[config.mk]
export PLATFORM = sky130hd
export DESIGN_NAME = henon_draw_sequencer
export DESIGN_NICKNAME = d
export VERILOG_FILES = /design/src/rtl/henon_draw_sequencer_pkg.sv /design/src/rtl/henon_draw_sequencer_draw_mask.sv /design/src/rtl/henon_draw_sequencer.sv
export SDC_FILE = /design/constraint.sdc
export NUM_CORES = 1
export LEC_CHECK = 0
export BUFFER_PORTS_ARGS = -buffer_cell sky130_fd_sc_hd__buf_2
export CORE_AREA = 2 2 156 158
export CTS_CLUSTER_SIZE = 25
export DETAILED_ROUTE_END_ITERATION = 8
export DIE_AREA = 0 0 158 160
export HOLD_SLACK_MARGIN = 0.06
export PLACE_DENSITY_LB_ADDON = 0.2
export SYNTH_ARGS = -nofsm -noshare
export SYNTH_HDL_FRONTEND = slang
export SYNTH_SLANG_ARGS = --single-unit
[constraint.sdc]
create_clock -name clk -period 3.5 [get_ports clk]
set_input_delay 0.35 -clock clk [delete_from_list [all_inputs] [get_ports clk]]
set_output_delay 0.35 -clock clk [all_outputs]
set_load 0.005 [all_outputs]
[src/rtl/henon_draw_sequencer_pkg.sv]
// Shared definitions for the Henon-map tarot draw sequencer.
// Holds deck geometry, the bit positions of the card fields inside the
// Q1.31 map x value, default timing limits and the sequencer state enum.
package henon_draw_sequencer_pkg;

    localparam int DECK_SIZE      = 78;
    localparam int MAX_CARDS      = 10;
    localparam int WARMUP_DEF     = 16;
    localparam int TIMEOUT_DEF    = 16;
    localparam int MAX_REJECT_DEF = 255;

    // Card fields carved out of map x: idx = x[22:16], rev = x[8]
    localparam int IDX_W   = 7;
    localparam int IDX_LSB = 16;
    localparam int REV_BIT = 8;
    localparam int NUM_W   = 4;

    typedef logic signed [31:0] q31_t;

    typedef enum logic [2:0] {
        S_IDLE,
        S_FIRE,
        S_WAIT,
        S_EVAL,
        S_FINISH
    } state_e;

endpackage

[src/rtl/henon_draw_sequencer_draw_mask.sv]
// Used-card register: one bit per deck position.
// Ports:
//   clk, rst_n        clock, synchronous active-low reset
//   clear             zero the whole mask (has priority over set)
//   set, set_idx      mark card set_idx as drawn
//   query_idx, hit    hit=1 when query_idx is already drawn
// Indices outside the deck never set a bit and never report a hit.
module henon_draw_sequencer_draw_mask
    import henon_draw_sequencer_pkg::*;
(
    input  logic             clk,
    input  logic             rst_n,
    input  logic             clear,
    input  logic             set,
    input  logic [IDX_W-1:0] set_idx,
    input  logic [IDX_W-1:0] query_idx,
    output logic             hit
);

    localparam logic [IDX_W-1:0] DECK_LIM = IDX_W'(DECK_SIZE);

    logic [DECK_SIZE-1:0] mask_q, mask_d;

    always_comb begin
        mask_d = mask_q;
        if (clear) begin
            mask_d = '0;
        end else if (set && (set_idx < DECK_LIM)) begin
            mask_d[set_idx] = 1'b1;
        end
    end

    always_ff @(posedge clk) begin
        if (!rst_n) begin
            mask_q <= '0;
        end else begin
            mask_q <= mask_d;
        end
    end

    assign hit = (query_idx < DECK_LIM) ? mask_q[query_idx] : 1'b0;

endmodule

[src/rtl/henon_draw_sequencer.sv]
// Tarot draw sequencer driving one Q1.31 Henon-map iterator.
// On a request it seeds the map, discards WARMUP results, then keeps
// iterating (feeding each result back as the next input) and turns map x
// into card picks, rejecting out-of-deck and already-drawn indices.
// Ports:
//   clk, rst_n                       clock, synchronous active-low reset
//   req, num_cards                   draw request (IDLE only) and card count
//   seed_x/seed_y, coef_a/coef_b     map operands captured on request
//   perturb                          entropy, captured with every map_start
//   map_start, map_x/y/a/b/perturb   map request side
//   map_x_out, map_y_out, map_done   map result side
//   busy, card_valid/idx/rev, draw_done   draw status and card stream
//   err_timeout, err_stall           sticky error flags
module henon_draw_sequencer
    import henon_draw_sequencer_pkg::*;
#(
    parameter int WARMUP     = WARMUP_DEF,
    parameter int TIMEOUT    = TIMEOUT_DEF,   // must be >= 2
    parameter int MAX_REJECT = MAX_REJECT_DEF
) (
    input  logic             clk,
    input  logic             rst_n,
    input  logic             req,
    input  logic [NUM_W-1:0] num_cards,
    input  logic [31:0]      seed_x,
    input  logic [31:0]      seed_y,
    input  logic [31:0]      coef_a,
    input  logic [31:0]      coef_b,
    input  logic [31:0]      perturb,
    output logic             map_start,
    output logic [31:0]      map_x,
    output logic [31:0]      map_y,
    output logic [31:0]      map_a,
    output logic [31:0]      map_b,
    output logic [31:0]      map_perturb,
    input  logic [31:0]      map_x_out,
    input  logic [31:0]      map_y_out,
    input  logic             map_done,
    output logic             busy,
    output logic             card_valid,
    output logic [IDX_W-1:0] card_idx,
    output logic             card_rev,
    output logic             draw_done,
    output logic             err_timeout,
    output logic             err_stall
);

    localparam int WARM_W = (WARMUP > 0) ? $clog2(WARMUP + 1) : 1;
    localparam int TMO_W  = $clog2(TIMEOUT + 1);
    localparam int REJ_W  = $clog2(MAX_REJECT + 1);
    localparam logic [IDX_W-1:0] DECK_LIM = IDX_W'(DECK_SIZE);

    state_e           state_q, state_d;
    q31_t             map_x_q, map_x_d, map_y_q, map_y_d;
    q31_t             map_a_q, map_a_d, map_b_q, map_b_d;
    q31_t             map_perturb_q, map_perturb_d;
    logic [WARM_W-1:0] warm_q, warm_d;
    logic [TMO_W-1:0] tmo_q, tmo_d;
    logic [REJ_W-1:0] rej_q, rej_d;
    logic [NUM_W-1:0] num_q, num_d, drawn_q, drawn_d;
    logic             err_timeout_q, err_timeout_d, err_stall_q, err_stall_d;

    logic             mask_clr, mask_set, mask_hit;
    logic [IDX_W-1:0] cand_idx;
    logic             cand_rev;

    assign cand_idx = map_x_q[IDX_LSB +: IDX_W];
    assign cand_rev = map_x_q[REV_BIT];

    henon_draw_sequencer_draw_mask u_draw_mask (
        .clk       (clk),
        .rst_n     (rst_n),
        .clear     (mask_clr),
        .set       (mask_set),
        .set_idx   (cand_idx),
        .query_idx (cand_idx),
        .hit       (mask_hit)
    );

    always_comb begin
        state_d       = state_q;
        map_x_d       = map_x_q;
        map_y_d       = map_y_q;
        map_a_d       = map_a_q;
        map_b_d       = map_b_q;
        map_perturb_d = map_perturb_q;
        warm_d        = warm_q;
        tmo_d         = tmo_q;
        rej_d         = rej_q;
        num_d         = num_q;
        drawn_d       = drawn_q;
        err_timeout_d = err_timeout_q;
        err_stall_d   = err_stall_q;
        mask_clr      = 1'b0;
        mask_set      = 1'b0;
        card_valid    = 1'b0;

        case (state_q)
            S_IDLE: begin
                if (req) begin
                    map_x_d       = seed_x;
                    map_y_d       = seed_y;
                    map_a_d       = coef_a;
                    map_b_d       = coef_b;
                    num_d         = (num_cards > NUM_W'(MAX_CARDS)) ? NUM_W'(MAX_CARDS)
                                                                    : num_cards;
                    warm_d        = WARM_W'(WARMUP);
                    drawn_d       = '0;
                    rej_d         = '0;
                    err_timeout_d = 1'b0;
                    err_stall_d   = 1'b0;
                    mask_clr      = 1'b1;
                    state_d       = S_FIRE;
                end
            end

            S_FIRE: begin
                map_perturb_d = perturb;
                tmo_d         = '0;
                state_d       = S_WAIT;
            end

            S_WAIT: begin
                // tmo_q counts WAIT cycles; the last cycle that still
                // accepts map_done is TIMEOUT-1 cycles after the pulse, so
                // the flag rises exactly TIMEOUT cycles after it.
                if (map_done) begin
                    map_x_d = map_x_out;
                    map_y_d = map_y_out;
                    state_d = S_EVAL;
                end else if (tmo_q == TMO_W'(TIMEOUT - 2)) begin
                    err_timeout_d = 1'b1;
                    state_d       = S_IDLE;
                end else begin
                    tmo_d = tmo_q + 1'b1;
                end
            end

            S_EVAL: begin
                if (warm_q != '0) begin
                    warm_d  = warm_q - 1'b1;
                    state_d = S_FIRE;
                end else if (drawn_q == num_q) begin
                    // only reachable with num_cards == 0
                    state_d = S_FINISH;
                end else if ((cand_idx >= DECK_LIM) || mask_hit) begin
                    rej_d = rej_q + 1'b1;
                    if (rej_q == REJ_W'(MAX_REJECT - 1)) begin
                        err_stall_d = 1'b1;
                        state_d     = S_IDLE;
                    end else begin
                        state_d = S_FIRE;
                    end
                end else begin
                    card_valid = 1'b1;
                    mask_set   = 1'b1;
                    rej_d      = '0;
                    drawn_d    = drawn_q + 1'b1;
                    state_d    = (drawn_d == num_q) ? S_FINISH : S_FIRE;
                end
            end

            S_FINISH: begin
                state_d = S_IDLE;
            end

            default: begin
                state_d = S_IDLE;
            end
        endcase
    end

    always_ff @(posedge clk) begin
        if (!rst_n) begin
            state_q       <= S_IDLE;
            map_x_q       <= '0;
            map_y_q       <= '0;
            map_a_q       <= '0;
            map_b_q       <= '0;
            map_perturb_q <= '0;
            warm_q        <= '0;
            tmo_q         <= '0;
            rej_q         <= '0;
            num_q         <= '0;
            drawn_q       <= '0;
            err_timeout_q <= 1'b0;
            err_stall_q   <= 1'b0;
        end else begin
            state_q       <= state_d;
            map_x_q       <= map_x_d;
            map_y_q       <= map_y_d;
            map_a_q       <= map_a_d;
            map_b_q       <= map_b_d;
            map_perturb_q <= map_perturb_d;
            warm_q        <= warm_d;
            tmo_q         <= tmo_d;
            rej_q         <= rej_d;
            num_q         <= num_d;
            drawn_q       <= drawn_d;
            err_timeout_q <= err_timeout_d;
            err_stall_q   <= err_stall_d;
        end
    end

    assign map_start   = (state_q == S_FIRE);
    assign draw_done   = (state_q == S_FINISH);
    assign busy        = (state_q == S_FIRE) || (state_q == S_WAIT) || (state_q == S_EVAL);
    assign card_idx    = card_valid ? cand_idx : '0;
    assign card_rev    = card_valid & cand_rev;
    assign map_x       = map_x_q;
    assign map_y       = map_y_q;
    assign map_a       = map_a_q;
    assign map_b       = map_b_q;
    assign map_perturb = map_perturb_q;
    assign err_timeout = err_timeout_q;
    assign err_stall   = err_stall_q;

endmodule
==> results of run 1 <==
==> flip-flops by register name (all words and copies together), names as in the netlist, 3 cells and up <==
name	cells
map_b	32
num_q	4
map_x	32
map_a	32
warm_q	5
map_y	32
rej_q	8
map_perturb	32
drawn_q	4
state_q	3
u_draw_mask.mask_q	78
tmo_q	5
==> metrics by stage <==
stage,total power [uW],cells,setup WS (ns),util (%)
CTS,8600,2071,0.0164,66.4
detailed placement,4780,1948,0.175,58.2
finish,8560,2074,0.0943,66.6
global placement,4750,1948,0.253,58.2
global route,8910,2074,-0.0325,66.6
floorplan,4220,1289,0.565,-
==> area by class of cell <==
class / instances / area share, %
Clock inverter: 14 / 2.33
Antenna cell: 2 / 0.0315
Timing Repair Buffer: 508 / 19.4
Inverter: 12 / 0.284
Tap cell: 324 / 2.55
Clock buffer: 38 / 5.16
Multi-Input combinational cell: 907 / 36.3
Sequential cell: 269 / 34.0
==> worst max path at each step <==
| stage | slack (ns) | depth (start not counted) | from | to |
|---|---|---|---|---|
| after floorplan | 0.56 | 8 | map_x[16] | card_idx[0] |
| after CTS | 0.02 | 9 | map_x[16] | card_rev |
| after detailed placement | 0.17 | 9 | map_x[16] | card_idx[0] |
| final | 0.09 | 9 | map_x[16] | card_idx[0] |
| after global placement | 0.25 | 9 | map_x[16] | card_idx[0] |
| after global routing | -0.03 | 9 | map_x[16] | card_rev |
==> power breakdown <==
group / total, uW / switching [uW] / leakage (uW) / internal [uW]
sequential: 3400 / 136 / 0.00220 / 3270
clock: 3750 / 1230 / 0.000581 / 2520
combinational: 1410 / 777 / 0.00456 / 633
total: 8560 / 2150 / 0.00734 / 6410
==> routing by layer <==
| layer | up-vias | share of wire [%] |
|---|---|---|
| met5 | - | 0 |
| met2 | 461 | 49 |
| met1 | 5268 | 40 |
| met3 | 97 | 8.3 |
| met4 | 0 | 3.5 |
| li1 | 5374 | - |
==> cell families after synthesis <==
group,Yosys count,share of synthesized area [%]
AND/OR/NAND/NOR,496,18.6
AO/OA/AOI/OAI,307,20.3
flip-flops,269,46.6
buffers and inverters,113,4.16
multiplexers,87,8.87
XOR/XNOR,11,0.833
adder cells (fa/ha/maj),6,0.649
==> placed cells by master (no fill, tap or decap), drive strengths merged, types with 3 or more instances in the layout <==
master       Yosys  routed
clkinv           1       3
nand3b           8       8
nor3            15      15
a22oi            4       4
and3             5       5
or4b             4       4
mux4            12      12
dfxtp          269     269
a31oi           60      60
nand4            6       6
nand3           15      15
o211a           65      65
a21oi           17      17
a221o            4       4
a21boi         102     102
xor2             4       4
o21ai           24      24
o21a             6       6
nand4b           3       3
xnor2            7       7
mux2             4       4
nor2b            9       9
nor4             6       6
mux2i           71      71
inv             11      11
and2            18      18
o31ai            4       4
nand2          311     311
bufinv           0      12
buf             26     441
nand2b           8       8
dlygate4sd3      0      65
nor2            82      82
a31o             7       7
ha               6       6
clkbuf          75      38
==> worst register-to-register path: stages, from the launching register on <==
cell and delay (ns):
dfxtp_4 0.38, buf_12 0.16, and2b_1 0.23, a221o_1 0.40
a221oi_2 0.41, a2111oi_4 0.14, nor4_4 0.38, buf_4 0.17
buf_4 0.11, buf_4 0.12, buf_4 0.12, nand4_2 0.28
o21ai_1 0.24
==> timing repair <==
item	CTS	global route
pin swaps	1	1
setup endpoints to repair	9	9
hold endpoints to repair	65	0
hold buffers	65	0
gates cloned	2	0
resized for setup	6	6
setup buffers	4	1
==> summary.txt, run 1 <==
Status: complete, no violations
Routed vias: 11200
WS Path Type: reg -> out
Worst-margin pin slew: 0.957 ns
Number of enable flip-flop cells after synthesis: 0
Kind of end point of the critical path: output port
Global placer's final weighted congestion: 0.922
Final instance area: 15900 sq um
Slowest cell on crit path: a221oi_2
Setup Total Neg Slack: 0 ns
Slew headroom: 36.2%
I/O pins: 406
Row count: 57
WP buf/inv: 3
Ys Warns: 0
Post-synthesis sequential area ratio: 46.6%
Port Buffer Count: 405
Min-delay worst type: in -> reg
Final Hold Viols: 0
CP max stage delay: 0.41 ns
Synth top area share: 46.6%
Antenna viol nets, final: 0
Fin Hold WS: 0.0698 ns
Synth-to-Final Area Change: 37.2%
Yosys top cell by area: dfxtp_1
DR pass1 iterations: 6
Max FO, Critical Path: 21
R2R setup slack: 0.28 ns
Min-delay src: coef_a[16]
Count leader, synth: nand2_1
Grt peak-use layer: met2
Share of cells above drive strength 1: 30.8%
DR iter-0 viols: 792
Synth Cell Area: 11600 sq um
Area of the multi-input gates: 5750 sq um
Syn Inst Count: 1289
Clock latency on the worst-skew pair: 0.54 ns
Critical path startpoint category: register
Core Region: 23800 sq um
First-pass GRT wire length: 54400 microns
DP Area: 13900 sq um
Drt wl/cell: 16.6 microns
Hold Crit Depth: 3
Die Ht: 160 microns
Die width: 158 microns
Met3 layer usage reported by global route: 5.89%
CTS buffer count: 28
M1 GR Usage: 32.0%
H-tree levels: 1
Die Area: 25300 sq um
Drt via density: 5.40
Initial antenna violation count: 2
Root Buffer: clkbuf_16
Worst r2r dst: u_draw_mask.mask_q[68]
GR Layer Usage met2: 45.1%
Register bit total from synthesis: 269
Data arrival time of the worst path: 3.06 ns
Initial core utilization: 48.6%
Worst hold endpoint: map_a[16]
Layout Nets: 1964
Syn avg cell area: 8.97 sq um
Top delay family on crit path: compound AO/OA/AOI/OAI gates
Post-Syn Nets: 1527
Remaining Overflow, GRT: 0
Synth top cells by count: 311 x nand2_1, 269 x dfxtp_1, 102 x a21boi_0
Ys async rst share: 0%
Clock buffer depth: 3
Final min period: 3.41 ns
Largest net degree at the start of global routing: 129
Post-DP HPWL: 23100 microns
Post-synth cell types: 60
Setup violators final: 0
Skew final: 0.00838 ns
Worst r2r src: map_x[16]
Pins Over Slew Limit: 0
Max Cap Viol: 0
Worst reg2reg path depth: 12
Worst path required time: 3.15 ns
F_max: 294 MHz
Ordered list of cells on the worst path: buf_12 -> and2b_1 -> a221o_1 -> a221oi_2 -> a2111oi_4 -> nor4_4 -> buf_12 -> and2_1 -> buf_2
Worst VDD drop: 0.421 mV
Register area: 5390 sq um
CTS sink cnt: 269
TritonCTS clock tree: done
Final period util: 97.3%
Vias in the first global route: 10915
PwrDens: 539 nW/um^2
Post-route DRC violation count: 0
All-Layer GR Usage: 26.3%
Synth top area cells: dfxtp_1 47%, nand2_1 10%, a21boi_0 6.6%
Main synth FF type: dfxtp_1
Fill cell count: 1951
Top cell by count, worst path: buf_12
Leakage: 0.00734 uW
Routed Wire Length: 34400 microns
Reg clk slew, reported paths: 0.06 ns
Power figures use the tool's default switching activity.
==> inputs of run 2 (changes only) <==
- BUFFER_PORTS_ARGS: -buffer_cell sky130_fd_sc_hd__buf_2 -> -buffer_cell sky130_fd_sc_hd__clkbuf_2
==> summary.txt, run 2 (synthesis results as in run 1) <==
Skew final: 0.0121 ns (was 0.00838 ns)
H-tree levels: 1 (unchanged)
Max Cap Viol: 0 (unchanged)
Antenna viol nets, final: 0 (unchanged)
Kind of end point of the critical path: output port (unchanged)
Pins Over Slew Limit: 0 (unchanged)
Max FO, Critical Path: 6 (was 21)
Final setup margin: -0.0298 ns (was 0.0943 ns)
Final min period: 3.53 ns (was 3.41 ns)
Gate power share: 19.0% (was 16.5%)
Setup slack at placement: 0.225 ns (was 0.175 ns)
Reg clk slew, reported paths: 0.06 ns (about the same)
Largest net degree at the start of global routing: 70 (was 129)
Share of cells above drive strength 1: 30.6% (was 30.8%)
WS Path Type: reg -> out (unchanged)
Die width: 158 microns (unchanged)
CTS buffer count: 29 (was 28)
F_max: 283 MHz (was 294 MHz)
Min-delay worst type: in -> reg (unchanged)
Final period util: 101% (was 97.3%)
Sw Pwr: 2190 uW (was 2150 uW)
Max FFs per register: 78 (unchanged)
Core Region: 23800 sq um (unchanged)
Initial antenna violation count: 2 (unchanged)
I/O pins: 406 (unchanged)
Setup violators final: 2 (was 0)
Largest Register: u_draw_mask.mask_q (unchanged)
Fin Hold WS: 0.0796 ns (was 0.0698 ns)
Most frequent cells in the layout: 400 x clkbuf_2, 309 x nand2_1, 266 x dfxtp_1 (was 404 x buf_2, 309 x nand2_1, 267 x dfxtp_1)
Final instance area: 16100 sq um (was 15900 sq um)
DR pass1 iterations: 5 (was 6)
Worst reg2reg path depth: 14 (was 12)
Critical path startpoint category: register (unchanged)
Die Ht: 160 microns (unchanged)
Initial core utilization: 48.6% (unchanged)
Violated checks: negative setup slack
Clk pwr share: 37.7% (was 43.8%)
All-Layer GR Usage: 26.7% (was 26.3%)
Vias in the first global route: 10987 (was 10915)
DP Area: 13900 sq um (about the same)
Leakage: 0.00739 uW (was 0.00734 uW)
Post-DP HPWL: 23300 microns (was 23100 microns)
PwrDens: 489 nW/um^2 (was 539 nW/um^2)
Hold Crit Depth: 3 (unchanged)
Clock buffer depth: 3 (unchanged)
Slew headroom: 31.9% (was 36.2%)
Most common cell after layout, fill and taps aside: clkbuf_2 (was buf_2)
CTS sink cnt: 269 (unchanged)
Synth-to-Final Area Change: 39.4% (was 37.2%)
Final Hold Viols: 0 (unchanged)
Routed Wire Length: 35400 microns (was 34400 microns)
Data arrival time of the worst path: 3.18 ns (was 3.06 ns)
Seq pwr share: 43.3% (was 39.7%)
Layout Nets: 2010 (was 1964)
DR iter-0 viols: 724 (was 792)
Drt wl/cell: 16.7 microns (was 16.6 microns)
Setup Total Neg Slack: -0.0429 ns (was 0 ns)
Port Buffer Count: 405 (unchanged)
Int Power: 5690 uW (was 6410 uW)
Row count: 57 (unchanged)
RSZ-0062 raised after global routing: true
Power Total: 7880 uW (was 8560 uW)
First-pass GRT wire length: 54800 microns (was 54400 microns)
Die Area: 25300 sq um (unchanged)
Worst VDD drop: 0.288 mV (was 0.421 mV)
Clock latency on the worst-skew pair: 0.56 ns (was 0.54 ns)
Routed vias: 11305 (was 11200)
Drt via density: 5.33 (was 5.40)
Sw Ratio: 27.8% (was 25.1%)
Root Buffer: clkbuf_16 (unchanged)
TritonCTS clock tree: done (unchanged)
Worst-margin pin slew: 1.02 ns (was 0.957 ns)
Status: finished with violations (was complete, no violations)
Global placer's final weighted congestion: 0.872 (was 0.922)
Remaining Overflow, GRT: 0 (unchanged)
Post-route DRC violation count: 0 (unchanged)
Worst path required time: 3.15 ns (about the same)
## run 2: changes by cell type in the layout (fill, tap and decap cells not counted), sizes merged
cell / previous run / this run
dlygate4sd3: 65 / 96
buf: 441 / 53
bufinv: 12 / 0
clkinv: 3 / 6
inv: 11 / 12
clkbuf: 38 / 450
## run 2: stage by stage
step | std cells | utilization (%)
global route | 2121 | 67.7
global placement | 1952 | 58.4
floorplan | 1289 | -
CTS | 2108 | 66.8
finish | 2121 | 67.7
detailed placement | 1952 | 58.4
## run 2: metal layers
layer	part of all wire (%)	GRT usage, %	vias to the layer above
met5	0	0	-
met4	3.2	10.2	0
met3	7.7	6.40	90
met2	50	46.2	451
met1	39	31.7	5295
li1	-	-	5469
## run 2: layout make-up
| class | instances | area, sq um |
|---|---|---|
| Fill cell | 1920 | 7690 |
| Sequential cell | 269 | 5390 |
| Clock buffer | 48 | 887 |
| Tap cell | 324 | 405 |
| Inverter | 12 | 45.0 |
| Multi-Input combinational cell | 907 | 5780 |
| Antenna cell | 2 | 5.00 |
| Timing Repair Buffer | 553 | 3580 |
| Clock inverter | 6 | 45.0 |
## run 2: power by group through the flow
stage	clock (uW)	combinational [uW]	sequential, uW
after floorplan	0	766	3450
after global placement	0	1320	3460
after detailed placement	0	1340	3470
after CTS	3030	1450	3410
after global routing	3140	1640	3430
final	2970	1500	3410
## run 2: final timing paths
path / start / to / slack (ns)
setup / recovery: map_x[16] / card_rev / -0.03
hold / removal: perturb[0] / map_perturb[0] / 0.08
setup reg to reg: map_x[16] / u_draw_mask.mask_q[75] / 0.32
hold reg to reg: u_draw_mask.mask_q[69] / u_draw_mask.mask_q[69] / 0.46
## run 2: what timing repair did
item	CTS	global route
endpoints found under the hold margin	96	0
pin swaps	1	4
endpoints found under the setup margin	9	9
buffers inserted	4	9
gates cloned	2	2
hold buffers	96	0
resized for setup	4	17
## run 2: worst max-delay path, stage by stage, from the launching register on
cell	delay [ns]
dfxtp_4	0.41
buf_6	0.13
buf_4	0.11
mux4_2	0.49
mux2_4	0.29
o21ai_4	0.16
o221ai_4	0.15
nor4_4	0.32
buf_4	0.18
clkbuf_16	0.14
and2_1	0.13
clkbuf_2	0.11
